==> src/rtl/instruction_decoder_pkg.sv <==
// Shared opcodes, FSM state type and helpers for the instruction decoder.
package instruction_decoder_pkg;

    localparam logic [3:0] OP_DJNZ = 4'hC;
    localparam logic [3:0] OP_LDC  = 4'hD;
    localparam logic [3:0] OP_JMP  = 4'hE;
    localparam logic [3:0] OP_JNZ  = 4'hF;

    localparam logic [7:0] NOP_WORD = 8'h00;

    typedef enum logic {
        FLUSH,
        RUN
    } dec_state_e;

    function automatic logic [3:0] opcode_of(input logic [7:0] word);
        return word[7:4];
    endfunction

    function automatic logic [3:0] operand_of(input logic [7:0] word);
        return word[3:0];
    endfunction

    // Opcodes whose operand is a jump target page.
    function automatic logic is_flow_op(input logic [3:0] opcode);
        return (opcode == OP_DJNZ) || (opcode == OP_JMP) || (opcode == OP_JNZ);
    endfunction

endpackage

==> src/rtl/instruction_decoder_loop_counter.sv <==
// Hardware loop counter: load from LDC immediate, decrement on DJNZ, saturate at zero.
module instruction_decoder_loop_counter #(
    parameter int unsigned LOOP_W = 4
) (
    input  logic              clk,
    input  logic              reset_n,
    input  logic              load,
    input  logic              dec,
    input  logic [3:0]        load_value,
    output logic [LOOP_W-1:0] count,
    output logic              at_most_one
);

    logic [LOOP_W-1:0] count_d;

    always_comb begin
        count_d = count;
        if (load) begin
            // Zero-extends or truncates the 4-bit immediate to LOOP_W.
            count_d = LOOP_W'(load_value);
        end else if (dec && (count != '0)) begin
            count_d = count - LOOP_W'(1);
        end
    end

    always_ff @(posedge clk or negedge reset_n) begin
        if (!reset_n) begin
            count <= '0;
        end else begin
            count <= count_d;
        end
    end

    // A DJNZ falls through when the post-decrement value would be zero.
    assign at_most_one = (count <= LOOP_W'(1));

endmodule

==> src/rtl/instruction_decoder.sv <==
// Fetch/decode stage feeding program_sequencer; optional ZERO_FLAG_BYPASS_EN forwards
// alu_zero to JNZ in the cycle it is written.
module instruction_decoder
    import instruction_decoder_pkg::*;
#(
    parameter int unsigned LOOP_W         = 4,
    parameter int unsigned STARTUP_CYCLES = 1
) (
    input  logic              clk,
    input  logic              reset_n,
    input  logic [7:0]        pm_data,
    input  logic              alu_zero,
    input  logic              alu_flag_we,
    output logic              jump,
    output logic              conditional_jump,
    output logic              dont_jmp,
    output logic [3:0]        jump_address,
    output logic [7:0]        ir,
    output logic              ir_valid,
    output logic [LOOP_W-1:0] loop_count,
    output logic              zero_flag
);

    dec_state_e state_q;
    logic [3:0] startup_q;
    logic       run;
    logic [3:0] opcode;
    logic [3:0] operand;
    logic       lc_at_most_one;
    logic       jnz_zero;

    assign run     = (state_q == RUN);
    assign opcode  = opcode_of(pm_data);
    assign operand = operand_of(pm_data);

    always_ff @(posedge clk or negedge reset_n) begin
        if (!reset_n) begin
            state_q   <= FLUSH;
            startup_q <= '0;
            ir        <= NOP_WORD;
            ir_valid  <= 1'b0;
            zero_flag <= 1'b0;
        end else begin
            case (state_q)
                FLUSH: begin
                    startup_q <= startup_q + 4'd1;
                    if (startup_q == 4'(STARTUP_CYCLES - 1)) begin
                        state_q <= RUN;
                    end
                end
                RUN: begin
                    ir       <= pm_data;
                    ir_valid <= 1'b1;
                    if (alu_flag_we) begin
                        zero_flag <= alu_zero;
                    end
                end
                default: state_q <= FLUSH;
            endcase
        end
    end

    instruction_decoder_loop_counter #(
        .LOOP_W(LOOP_W)
    ) u_loop_counter (
        .clk        (clk),
        .reset_n    (reset_n),
        .load       (run && (opcode == OP_LDC)),
        .dec        (run && (opcode == OP_DJNZ)),
        .load_value (operand),
        .count      (loop_count),
        .at_most_one(lc_at_most_one)
    );

`ifdef ZERO_FLAG_BYPASS_EN
    assign jnz_zero = alu_flag_we ? alu_zero : zero_flag;
`else
    assign jnz_zero = zero_flag;
`endif

    always_comb begin
        jump             = 1'b0;
        conditional_jump = 1'b0;
        dont_jmp         = 1'b1;
        jump_address     = 4'h0;
        if (run) begin
            if (is_flow_op(opcode)) begin
                jump_address = operand;
            end
            case (opcode)
                OP_JMP: jump = 1'b1;
                OP_DJNZ: begin
                    conditional_jump = 1'b1;
                    dont_jmp         = lc_at_most_one;
                end
                OP_JNZ: begin
                    conditional_jump = 1'b1;
                    dont_jmp         = jnz_zero;
                end
                default: ;
            endcase
        end
    end

endmodule

==> config.mk <==
export PLATFORM = sky130hd
export DESIGN_NAME = instruction_decoder
export DESIGN_NICKNAME = d
export VERILOG_FILES = /design/src/rtl/instruction_decoder_pkg.sv /design/src/rtl/instruction_decoder_loop_counter.sv /design/src/rtl/instruction_decoder.sv
export SDC_FILE = /design/constraint.sdc
export NUM_CORES = 1
export LEC_CHECK = 0
export BUFFER_PORTS_ARGS = -buffer_cell sky130_fd_sc_hd__buf_2
export CAP_MARGIN = 10
export CORE_MARGIN = 5
export CORE_UTILIZATION = 38
export DETAILED_ROUTE_END_ITERATION = 7
export PLACE_DENSITY_LB_ADDON = 0.15
export SLEW_MARGIN = 30
export SYNTH_ARGS = -nofsm -noshare
export SYNTH_HDL_FRONTEND = slang
export SYNTH_HIERARCHICAL = 1
export SYNTH_SLANG_ARGS = --single-unit
export TNS_END_PERCENT = 1
==> constraint.sdc <==
create_clock -name clk -period 2.3 [get_ports clk]
set_clock_uncertainty 0.15 [all_clocks]
set_input_delay 0.23 -clock clk [delete_from_list [all_inputs] [get_ports clk]]
set_output_delay 0.23 -clock clk [all_outputs]
set_load 0.02 [all_outputs]
Word-level counts from Yosys, hierarchy flattened:

Index checks and enable logic that the tools add are counted.
W data, S select, Z words.

* mux-type cells: 12
* eq/ne operators: 4
* reductions and logical operators: 10
* order comparisons: 1
* add/sub/neg operators: 2

Operators with widths (number)
* $eq A4 B4 Y1 const B: 4
* $mux W4: 4
* $mux W1: 7
* $add A4 B1 Y4 const B: 1
* $le A4 B1 Y1 const B: 1
* $logic_not A4 Y1: 1
* $reduce_bool A4 Y1: 1
* $sub A4 B1 Y4 const B: 1
* $logic_and A1 B1 Y1: 3
* $logic_or A1 B1 Y1: 2
* $pmux W1 S2: 1
* $reduce_and A2 Y1: 1
* $reduce_bool A2 Y1: 1
* $reduce_or A2 Y1: 1

* output and inout port bits: 21
* register bits after elaboration: 19
* input port bits: 12
* word-level logic and storage cells: 35

Longest topological paths before layout:

* depth in word-level cells: 5
* mapped depth: 7
* gate-level depth less buffers: 6

Modules after synthesis:

Netlist, hierarchy kept.

By module, submodules not included
* instruction_decoder: area each 769.5 µm², times used 1, sequential area each 375.4 µm², cells each 63
* instruction_decoder_loop_counter: area each 294.0 µm², times used 1, sequential area each 100.1 µm², cells each 33

Worst setup path after synthesis:

Ideal clock, no wire load.

* path kind: reg-to-reg
* start point: reg u_loop_counter.count[0]
* end point: reg u_loop_counter.count[0]
* required time: 2004 ps
* period minus slack after synthesis: 1698 ps
* setup slack: 602 ps
* cell stages (with the launch flop): 6
* path buffers: 0
* arrival: 1401 ps
* setup time: 146 ps
* cells stage by stage: dfrtp_1 inv_1 ha_1 or3b_4 mux2i_1 o311ai_0

* word-level cells in the longest chain between the ends: 3
* elaborated cells on any way between the ends: 6
* classes of those cells: 1 x add/sub; 2 x mux; 3 x reduce/logical

RTL lines
* from (decl): line instruction_decoder_loop_counter.sv:10 `output logic [LOOP_W-1:0] count,`
* from (signal assigned): line instruction_decoder_loop_counter.sv:30 `count <= count_d;`
* $sub A4 B1 Y4 / $reduce_bool A4 Y1 (equally long branches): line instruction_decoder_loop_counter.sv:22, instruction_decoder_loop_counter.sv:21
* $mux W4 / $logic_and A1 B1 Y1 (equally long branches): line instruction_decoder_loop_counter.sv:21 `end else if (dec && (count != '0)) begin`
* $mux W4 / $reduce_bool A2 Y1 (equally long branches)

Several ways; a longest one is shown, not always the timed one. The select of a mux whose other input is x is not followed.
A chain may end at the register's enable or synchronous reset.

Worst setup path after layout:

* start point: reg u_loop_counter.count[0]
* end point: out dont_jmp

* word-level cells in the longest chain between the ends: 3

RTL lines
* $le A4 B1 Y1: line instruction_decoder_loop_counter.sv:35 `assign at_most_one = (count <= LOOP_W'(1));`
* named net lc_at_most_one: line instruction_decoder.sv:29 `logic lc_at_most_one;`
* $pmux W1 S2: line instruction_decoder.sv:90 `case (opcode)`
* $mux W1: line instruction_decoder.sv:86 `if (run) begin`
* to (decl): line instruction_decoder.sv:16 `output logic dont_jmp,`

The timed path passes the listed nets, and every way through them passes these cells.

==> metrics <==
status=finished clean; post-DP HPWL=1.65 mm; post-route cell area=1290 sq um; # DRC=0; Post-Synth Simple-Gate Area=24.8%; Die Width=62.9 um; Die ar.=3960 sq um; CORE AREA=2710 sq um; cts repair resizes=0; CP max stage cell=dfrtp_1; clock tree sinks=19; global-route wire length before repair=3.73 mm; Die Ht=62.9 um; Slowest Stage Delay on Critical Path=450 ps; #FFs+latches synth=19; 1st-iter DRT viols=28; # rows=19; grt ovf=0; FMAX=484 MHz; Worst R2R Setup Slack=530 ps; Slew HR=61.4%; setup TNS=0 ps; slew at the pin closest to its max-slew limit=576 ps; placed cell areas=1240 sq um; synthesis-to-finish area growth=21.1%; largest net degree at the start of global routing=20; Final Critical Period=2070 ps; vias in the first global route=815; XOR/XNOR Fraction of Synth Area=2.47%; Synth top area share=44.7%; critical path buffer and inverter count=2; final worst path period share=89.8%; crit path to=dont_jmp; type of the worst min-delay path=in -> reg; critical path type=reg -> out; CP Data Required Time=1920 ps; clk slew on worst S/H paths=110 ps; Post CTS Setup Buffer Count=0; clock latency on the worst-skew pair=290 ps; reg2reg path depth=5; CP Capture Type=output pin; share of layout cells above drive strength 1=43.9%; crit path cell chain=inv_1, ha_1, nor2_1, nor3_1, nor3_1, o21bai_1, buf_2; mux share of post-synthesis cell area=7.65%; max-cap viol count=0; final hold vios=0; Antenna Violating Nets Remaining=0; CP delay by family, top=flip-flops; main area contributors after synthesis=dfrtp_1 (45%), ha_1 (5.9%), mux2_2 (5.3%), nor3_2 (4.7%), inv_1 (3.2%); Peak VDD IR=498 uV; Leak=0.618 nW; Synth area leader=dfrtp_1; Compound-Gate Fraction of Synth Area=8.47%; First-pass DRT Iterations=4; unrepaired setup endpoints after global routing=no; mapped cell area=1060 sq um; CTS Buffer Depth=2; post-synthesis cell count=96; crit path launch=u_loop_counter/count[0]; port buffer count=32; clock root buffer=clkbuf_4; syn_nets=113; CP Depth=7; post-synthesis average cell area=11.1 sq um; H-Tree Depth=1; Synth Area in Adders=5.88%; worst r2r src=u_loop_counter/count[0]; Most Frequent Cell on Critical Path=nor3_1; wire per inst=13.4 um; cts hold-fix bufs=2; GPL Wtd Cong=0.804; fillers=287; sequential share of the synthesized area=44.7%; yosys warns=6; I/O pin count=33; Setup-failing EPs final=0; initial antenna violation count=0; Routed WL=2.19 mm; Max Slew Vio Count=0; worst-path maximum fanout=6; count of cell types in the netlist=32; FF-to-FF End=u_loop_counter/count[0]; total number of vias=824; clock buffer count from CTS=3; largest family of logic cells by synthesized area=simple AND/OR/NAND/NOR gates; fin nets=150; PD cells=661 nW/um^2; Arrival @ worst endpoint=1690 ps; Setup crit start kind=register; utilization after layout=47.5%; vias per cell=5.06; power after layout=0.850 mW; antenna diode count=0; Initial Util=39.2%; All-Layer GR Usage=11.7%; CTS tree=yes
## power by group
group | switching [mW] | internal, mW
Combinational | 0.158 | 0.108
Clock | 0.105 | 0.0647
Sequential | 0.0436 | 0.371
Total | 0.307 | 0.543
## final cells by class
type	count	area, sq um	area share (%)
Multi-Input combinational cell	65	524	40.7
Clock inverter	1	5.00	0.389
Timing Repair Buffer	35	188	14.6
Clock buffer	3	22.5	1.75
Tap cell	31	38.8	3.01
Sequential cell	19	475	36.9
Inverter	9	33.8	2.62
## cell usage after synthesis
master	number
dfrtp_1	19
inv_1	9
nand2_1	6
ha_1	5
mux2_2	5
nand2_2	5
nor3_2	5
o21ai_1	5
nor3_1	4
a21oi_1	3
nor2b_1	3
xnor2_1	3
buf_6	2
nor2_1	2
nor3b_2	2
o311ai_0	2
a211o_1	1
a21o_1	1
a31o_1	1
and3b_1	1
buf_4	1
mux2_4	1
mux2i_1	1
nand2b_1	1
nand3_4	1
nand4b_1	1
nor2b_4	1
nor3b_1	1
nor4b_1	1
o21bai_1	1
or2_1	1
or3b_4	1
## cells in the final DEF, fill, tap and decap left out, types with 4 or more instances in the layout
master   synthesis  routed
ha_1             5       5
nand2_2          5       5
mux2_2           5       5
nor3_2           5       5
dfrtp_1         19      19
inv_1            9       9
buf_2            0      32
nor3_1           4       4
nand2_1          6       6
o21ai_1          5       5
## sequential cells by signal, summed over array words and instances, names as in the netlist
name / count
run: 1
zero_flag: 1
ir: 8
ir_valid: 1
u_loop_counter/count: 4
startup_q: 4
## kinds of logic (layout without fill, tap and decap cells)
logic type / after synthesis / count (layout)
AOI/OAI and AO/OA: 14 / 14
adders and majority gates: 5 / 5
and+or+nand+nor: 36 / 36
xor gates and xnor gates: 3 / 3
DFF: 19 / 19
buffers and inverters: 12 / 48
muxes: 7 / 7
## worst min-delay path by stage
| stage | depth (start not counted) | end | startpoint |
|---|---|---|---|
| after CTS | 3 | ir[3] | pm_data[3] |
| after detailed placement | 1 | ir[1] | reset_n |
| after global placement | 1 | ir[2] | reset_n |
| final | 3 | ir[3] | pm_data[3] |
| after global routing | 3 | ir[0] | pm_data[0] |
| after floorplan | 0 | ir[0] | reset_n |
## worst min-delay path: cells and delay by family
kind	cells	cell delay (ps)
AND/OR/NAND/NOR	1	60
buffers and inverters	1	100
AO/OA/AOI/OAI	1	60
## routing by layer
| metal | vias to the layer above | routed length (um) | GRT usage, % | part of all wire (%) |
|---|---|---|---|---|
| met1 | 387 | 1030 | 15.0 | 47 |
| met4 | 0 | 17 | 4.77 | 0.78 |
| li1 | 406 | - | - | - |
| met5 | - | 0 | 0 | 0 |
| met3 | 2 | 222 | 5.04 | 10 |
| met2 | 29 | 919 | 16.9 | 42 |
## stage by stage
step	setup WS, ps	instances	hold slack, ps
final	234	163	33.6
after global routing	86.8	163	26.1
after CTS	217	163	26.7
after detailed placement	555	157	58.8
after global placement	562	157	49.2
after floorplan	602	96	-216
No activity file was read; power rests on OpenSTA's default activity.
